## config.mk

```make
export PLATFORM = sky130hd
export DESIGN_NAME = controlador_contagem_uns
export DESIGN_NICKNAME = d
export VERILOG_FILES = /design/src/rtl/contagem_pkg.sv /design/src/rtl/controlador_contagem_uns_popcount.sv /design/src/rtl/controlador_contagem_uns.sv
export SDC_FILE = /design/constraint.sdc
export NUM_CORES = 1
export LEC_CHECK = 0
export ABC_AREA = 1
export BUFFER_PORTS_ARGS = -buffer_cell sky130_fd_sc_hd__buf_2
export CAP_MARGIN = 20
export CORE_MARGIN = 1
export CORE_UTILIZATION = 35
export DETAILED_ROUTE_END_ITERATION = 10
export GPL_TIMING_DRIVEN = 0
export PLACE_DENSITY_LB_ADDON = 0.12
export SLEW_MARGIN = 15
export SYNTH_ARGS = -nofsm -noshare
export SYNTH_HDL_FRONTEND = slang
export SYNTH_SLANG_ARGS = --single-unit
export TNS_END_PERCENT = 1
```

## constraint.sdc

```tcl
create_clock -name clk -period 2.32 [get_ports clk]
set_input_delay 0.464 -clock clk [delete_from_list [all_inputs] [get_ports clk]]
set_output_delay 0.464 -clock clk [all_outputs]
set_load 0.03 [all_outputs]
```

## src/rtl/contagem_pkg.sv

```systemverilog
// contagem_pkg: shared state type and byte/popcount widths for the frame ones-counter
package contagem_pkg;
    typedef enum logic [1:0] {IDLE, RUN, DONE} estado_t;
    localparam int BYTE_W = 8;
    localparam int POP_W  = 4;
endpackage

```

## src/rtl/controlador_contagem_uns_popcount.sv

```systemverilog
// controlador_contagem_uns_popcount: combinational count of set bits in one byte
module controlador_contagem_uns_popcount
    import contagem_pkg::*;
(
    input  logic [BYTE_W-1:0] data,
    output logic [POP_W-1:0]  count
);
    // Sum every bit of the byte into a 4-bit total (max 8)
    always_comb begin
        count = '0;
        for (int i = 0; i < BYTE_W; i++) count = count + POP_W'(data[i]);
    end
endmodule

```

## src/rtl/controlador_contagem_uns.sv

```systemverilog
// controlador_contagem_uns: frame sequencer accumulating byte popcounts into a handshaked result
module controlador_contagem_uns
    import contagem_pkg::*;
#(
    parameter int LEN_W = 8,
    parameter int ACC_W = LEN_W + 4
) (
    input  logic              clk,
    input  logic              rst_n,
    input  logic              start,
    input  logic [LEN_W-1:0]  frame_len,
    input  logic              abort,
    output logic              busy,
    input  logic              in_valid,
    input  logic [BYTE_W-1:0] in_data,
    output logic              in_ready,
    output logic              out_valid,
    output logic [ACC_W-1:0]  out_count,
    input  logic              out_ready
);
    estado_t          state_q, state_d;
    logic [LEN_W-1:0] rem_q, rem_d;
    logic [ACC_W-1:0] acc_q, acc_d, cnt_q, cnt_d, sum;
    logic             busy_q, busy_d, in_ready_q, in_ready_d, out_valid_q, out_valid_d;
    logic [POP_W-1:0] pop;
    logic             beat;

    controlador_contagem_uns_popcount u_pop (
        .data  (in_data),
        .count (pop)
    );

    // in_ready is registered high exactly while in RUN, so it doubles as the state qualifier
    assign beat = in_valid && in_ready_q;
    assign sum  = acc_q + ACC_W'(pop);

    // Next-state and datapath updates; abort wins over beats, start and the result handshake
    always_comb begin
        state_d = state_q;
        rem_d   = rem_q;
        acc_d   = acc_q;
        cnt_d   = cnt_q;
        case (state_q)
            IDLE: if (start && !abort) begin
                state_d = (frame_len != '0) ? RUN : DONE;
                rem_d   = frame_len;
                acc_d   = '0;
                cnt_d   = '0;
            end
            RUN: if (abort) begin
                state_d = IDLE;
                acc_d   = '0;
            end else if (beat) begin
                acc_d = sum;
                rem_d = rem_q - LEN_W'(1);
                if (rem_q == LEN_W'(1)) begin
                    state_d = DONE;
                    cnt_d   = sum;
                end
            end
            DONE: if (abort) begin
                state_d = IDLE;
                acc_d   = '0;
            end else if (out_ready) begin
                state_d = IDLE;
            end
            default: state_d = IDLE;
        endcase
        busy_d      = state_d != IDLE;
        in_ready_d  = state_d == RUN;
        out_valid_d = state_d == DONE;
    end

    // State, counters and registered handshake outputs
    always_ff @(posedge clk or negedge rst_n) begin
        if (!rst_n) begin
            state_q     <= IDLE;
            rem_q       <= '0;
            acc_q       <= '0;
            cnt_q       <= '0;
            busy_q      <= 1'b0;
            in_ready_q  <= 1'b0;
            out_valid_q <= 1'b0;
        end else begin
            state_q     <= state_d;
            rem_q       <= rem_d;
            acc_q       <= acc_d;
            cnt_q       <= cnt_d;
            busy_q      <= busy_d;
            in_ready_q  <= in_ready_d;
            out_valid_q <= out_valid_d;
        end
    end

    assign busy      = busy_q;
    assign in_ready  = in_ready_q;
    assign out_valid = out_valid_q;
    assign out_count = cnt_q;
endmodule

```

# Yosys cells after proc, flatten, opt, wreduce, memory -nomap -nowiden
# Cells that the tools add are included.
dict set report word_totals {
  regBits 37
  latchBits 0
  ramBits 0
  rom_bits 0
  out_inout_bits 15
  elab_cells 59
  memories 0
}
dict set report op_classes {
  add_sub_neg 9
  multipliers 0
  div_mod_pow 0
  n_lt_le_gt_ge 0
  n_eq_ne 11
  n_shift 0
  mux 21
  n_bitwise 0
  reduce_logical 11
}
# operator count
set op_table {}
lappend op_table {{$mux 12} 7}
lappend op_table {{$pmux 12 s3} 1}
lappend op_table {{$add 4x1->4} 6}
lappend op_table {{$mux 8} 3}
lappend op_table {{$pmux 12 s2} 1}
lappend op_table {{$pmux 8 s2} 1}
lappend op_table {{$mux 2} 7}
lappend op_table {{$add 12x4->12} 1}
lappend op_table {{$ne 2x2->1 const B} 5}
lappend op_table {{$eq 8x1->1 const B} 1}
lappend op_table {{$reduce_and 4->1} 2}
lappend op_table {{$reduce_bool 8->1} 1}
lappend op_table {{$sub 8x1->8 const B} 1}
lappend op_table {{$pmux 2 s3} 1}
lappend op_table {{$reduce_and 5->1} 1}
lappend op_table {{$eq 2x1->1 const B} 2}
lappend op_table {{$eq 2x2->1 const B} 2}
lappend op_table {{$reduce_bool 2->1} 2}
lappend op_table {{$ne 3x3->1 const B} 1}
lappend op_table {{$reduce_bool 3->1} 1}
lappend op_table {{$add 1x1->2} 1}
lappend op_table {{$logic_and 1x1->1} 2}
lappend op_table {{$logic_not 2->1} 1}
lappend op_table {{$logic_not 1->1} 1}

# Longest topological paths before layout
dict set report logic_depth {
  word_depth 12
  depth_mapped 18
}

# Hierarchy
# From an unflattened synthesis, not the netlist that was laid out.
dict set report unflattened {
  cells_unflattened 330
  area_unflattened_um2 2333.5
}
# mod instances cells_per_inst area_per_inst_um2 seq_area_each_um2
set by_module_without_submodules {}
lappend by_module_without_submodules {controlador_contagem_uns 1 302 2135.8 925.9}
lappend by_module_without_submodules {controlador_contagem_uns_popcount 1 28 197.7 0.0}

# Least setup slack after synthesis
# OpenSTA, ideal clock, no wires.
dict set report synth_path {
  kind {input-to-reg}
  from {input port in_data[0]}
  to {register acc_q[8]}
  setup_time_ns 0.126
  arrival_time_ns 3.497
  t_required_ns 2.194
  slack_ns -1.303
  path_stages 15
  n_path_buf 0
  path_cell_list {ha_1 -> inv_1 -> fa_1 -> fa_1 -> fa_1 -> fa_1 -> fa_1 -> inv_1 -> nand3_1 -> nand3_1 -> nand2_1 -> nand2_1 -> nand2_1 -> nand2_1 -> o21ai_0}
}
dict set report synth_via {
  elab_chain_len 11
}
# item line_no
set synth_lines {}
lappend synth_lines {{start: declaration} controlador_contagem_uns.sv:15} ;# input logic [BYTE_W-1:0] in_data,
lappend synth_lines {{$add 1x1->2} controlador_contagem_uns_popcount.sv:11} ;# for (int i = 0; i < BYTE_W; i++) count = count + POP_W'(data[i]);
lappend synth_lines {{$add 4x1->4 (6 in series)} controlador_contagem_uns_popcount.sv:11}
lappend synth_lines {{$add 12x4->12} controlador_contagem_uns.sv:35} ;# assign sum = acc_q + ACC_W'(pop);
lappend synth_lines {{$mux 12} controlador_contagem_uns.sv:53} ;# end else if (beat) begin
lappend synth_lines {{$mux 12} controlador_contagem_uns.sv:50} ;# RUN: if (abort) begin
lappend synth_lines {{$pmux 12 s3} controlador_contagem_uns.sv:43} ;# case (state_q)
lappend synth_lines {{end signal: assignment} controlador_contagem_uns.sv:79} ;# acc_q <= '0;
lappend synth_lines {{end signal: assignment} controlador_contagem_uns.sv:87} ;# acc_q <= acc_d;
lappend synth_lines {{end: declaration} controlador_contagem_uns.sv:23} ;# logic [ACC_W-1:0] acc_q, acc_d, cnt_q, cnt_d, sum;
# No other way between the ends. The select of a mux whose other input is x is not followed.
# A chain may end at the register's enable or synchronous reset.

# Worst setup path after layout
dict set report layout_path {
  from {input port in_data[1]}
  to {register cnt_q[9] (netlist: out_count[9])}
}
dict set report layout_via {
  elab_chain_len 12
}
# item line_no
set layout_lines {}
lappend layout_lines {{$add 1x1->2} controlador_contagem_uns_popcount.sv:11}
lappend layout_lines {{$add 4x1->4 (6 in series)} controlador_contagem_uns_popcount.sv:11}
lappend layout_lines {{$add 12x4->12} controlador_contagem_uns.sv:35}
lappend layout_lines {{$mux 12} controlador_contagem_uns.sv:56} ;# if (rem_q == LEN_W'(1)) begin
lappend layout_lines {{$mux 12} controlador_contagem_uns.sv:53}
lappend layout_lines {{$mux 12} controlador_contagem_uns.sv:50}
lappend layout_lines {{$pmux 12 s2} controlador_contagem_uns.sv:43}
lappend layout_lines {{end signal: assignment} controlador_contagem_uns.sv:88} ;# cnt_q <= cnt_d;
lappend layout_lines {{end: declaration} controlador_contagem_uns.sv:23}
# No other way between the ends. The select of a mux whose other input is x is not followed.

==> results.yml <==
run_status:
  status: "finished, violations left"
  violations: "DRC, setup timing"
floorplan:
  die_y_um: 84.0
  start_util_pct: 36.6
  std_cell_rows: 29
  coreArea_sq_um: 6420
  dieWidth_um: 84.0
  die_area_sq_um: 7050
  io_pins: 37
placed_design:
  hpwl_mm: 4.17
  gp_congestion: 0.831
  io_buffers: 36
  place_worst_setup_slack_ps: -1540
job:
  cap_violations: 0
synthesis:
  ys_ff_latch: 37
  ys_seq_area_share_pct: 39.4
  synth_nets: 358
  synthesis.area_sq_um: 2350
  yosysUniqueCellTypes: 25
  yosysWarnings: 0
  syn_inst: 322
  avgSynthCellArea_sq_um: 7.31
layout:
  diodes: 0
  fin_nets: 403
  drive_gt1_share_pct: 26.6
  nFillCells: 636
  synthToLayoutAreaGrowth_pct: 24.1
clock_tree:
  clk_path_buf_depth: 2
  clk_pin_slew_ps: 80
  cts_tree: "yes"
  clock_latency_ps: 290
  cts_buffers: 5
  clockRootBuffer: "clkbuf_8"
  htreeDepth: 2
  holdBufCountCts: 0
  cts_sinks: 37
power_and_ir_drop:
  power_density_nw_per_um2: 641
  leakagePower_nw: 1.53
  power_mw: 1.87
  peakVddDrop_v: 0.000316
worst_setup_path:
  crit_path_cell_trace: "buf_6 -> ha_4 -> inv_2 -> fa_1 -> fa_1 -> fa_2 -> fa_2 -> xnor2_2 -> ha_4 -> nand2_4 -> nand2_2 -> nand2_2 -> nand2_1 -> nand2_1 -> nand2_1 -> nand2_2 -> nand3_1 -> nand2_1"
  cp.arrival_ps: 3560
  worst_setup_path_end_kind: "flip-flop"
  cpLargestDelayFamily: "adder cells"
  critPathKind: "primary input to flip-flop"
  rrSetupSlack_ps: 640
  start_kind: "primary input"
  crit_slowest_cell: "fa_1"
  timing.rr.end: "out_count[9]"
  max_stage_delay_ps: 490
  critical_path_buf_inv_count: 2
  required_ps: 2500
  worst_r2r_path_depth: 8
  crit_path_frequent_cell: "nand2_1"
  path_max_fanout: 6
  reg2reg_from: "rem_q[1]"
global_routing:
  grt.total_usage_pct: 17.1
  grt_antenna_before_repair: 0
  grt_max_degree: 38
  grt_overflow_total: 0
  grt_pass1_vias: 2083
  grt_pass1_wl_mm: 9.55
detailed_routing:
  num_vias: 2129
  drtIter0Drc: 93
  drt-wirelength-per-cell_um: 12.5
  ant_nets: 0
  drc_errors: 8
  firstDrtPassIters: 8
  routed_wl_mm: 5.54
  via_per_inst: 4.78
sta:
  slew_viol_final: 0
  fin_hold_ws_ps: 278
  post-route-period-util_pct: 146
  timing.final.crit_period_ps: 3380
  rsz0062_at_grt: "true"
  hold_viol: 0
  worstMarginPinSlew_ps: 861
  setup_violations: 24
  finClkSkew_ps: 3.86
  final.setup.tns_ps: -22410
  fmax_ghz: 0.296
  fin_ws_ps: -1060
  max_slew_margin_pct: 42.6
worst_hold_path:
  worstHoldPathType: "primary input to asynchronous set/reset pin"
sequential cells by signal, summed over array words and instances, names as in the netlist:
name       count
acc_q         12
out_count     12
rem_q          8
state_q        2
busy           1
in_ready       1
out_valid      1
where the power goes:
part	internal [mW]	switching (mW)
registers	0.711	0.0552
clock network	0.209	0.239
logic	0.264	0.393
total	1.18	0.687
final cells by class:
| class | instances | area (sq um) | area share [%] |
|---|---|---|---|
| buffer | 4 | 31.3 | 1.07 |
| clock buffer | 6 | 72.6 | 2.49 |
| clock inverter | 2 | 10.0 | 0.343 |
| inverter | 54 | 205 | 7.03 |
| multi-input combinational | 227 | 1370 | 46.9 |
| sequential | 37 | 926 | 31.7 |
| tap | 77 | 96.3 | 3.30 |
| timing repair buffer | 38 | 208 | 7.12 |
how the worst max path moves through the flow:
| stage | cells past startpoint | from | end | slack, ps |
|---|---|---|---|---|
| finish | 18 | in_data[1] | out_count[9] | -1060 |
| global route | 18 | in_data[1] | out_count[9] | -1180 |
| CTS | 18 | in_data[0] | out_count[9] | -1190 |
| detailed placement | 17 | in_data[0] | out_count[7] | -1540 |
| global placement | 17 | in_data[0] | out_count[7] | -1520 |
| floorplan | 16 | in_data[0] | out_count[9] | -1220 |
cells in the final DEF, fill, tap and decap left out, types with 4 or more instances in the layout:
cell      synthesis  layout
nand2_1         103      89
inv_1            52      46
dfrtp_1          37      37
buf_2             1      35
nand3_1          30      23
o21ai_0          30      21
nor2_1           23      21
nand2_2           0      13
o21ai_1           0       9
inv_2             0       6
nand3_2           1       6
a21oi_1           5       5
ha_1              9       5
clkbuf_8          0       5
nand2_4           3       4
nand4_1           4       4
buf_4             2       4
ha_4              0       4
routing by layer:
layer / routed length, um / GRT usage (%)
met5: 0 / 0
met4: 40 / 5.17
met3: 191 / 3.56
met2: 2480 / 27.0
met1: 2830 / 23.6
through the flow:
step | instances | utilization [%] | instance area, sq um
floorplan | 322 | - | 2360
detailed placement | 435 | 41.1 | 2640
CTS | 444 | 44.7 | 2870
global placement | 435 | 41.1 | 2640
global route | 445 | 45.5 | 2920
finish | 445 | 45.5 | 2920
Yosys cell counts:
library cell	count	share of area, %
inv_4	1	0.27
o21ai_2	3	1.1
nand3_2	1	0.43
a31oi_1	1	0.27
nand3b_1	1	0.32
inv_1	52	8.3
a22o_1	1	0.37
nand3_1	30	6.4
fa_1	5	4.3
ha_1	9	4.8
o21ai_0	30	6.4
buf_6	1	0.48
o211ai_1	1	0.32
a21oi_1	5	1.1
nor2_1	23	3.7
xnor2_1	4	1.5
buf_2	1	0.21
nand4_1	4	1.1
dfrtp_1	37	39
o22ai_1	1	0.27
nor2_2	2	0.53
nand2_4	3	1.4
clkinv_1	1	0.16
nand2_1	103	16
buf_4	2	0.64
kinds of logic (layout without fill, tap and decap cells):
kind of cell | Yosys count | after routing | synth area share [%]
simple gates | 167 | 167 | 30.3
buf+inv | 58 | 104 | 10.1
compound gates | 42 | 42 | 9.79
flops | 37 | 37 | 39.4
fa+ha+maj | 14 | 14 | 9.04
xor+xnor | 4 | 4 | 1.49
timing repair:
action	CTS	global route
setup buffers	1	1
pin swaps	24	16
endpoints found under the setup margin	24	24
gates cloned	0	0
resized for setup	37	16
endpoints found under the hold margin	0	0
Power figures use the tool's default switching activity.
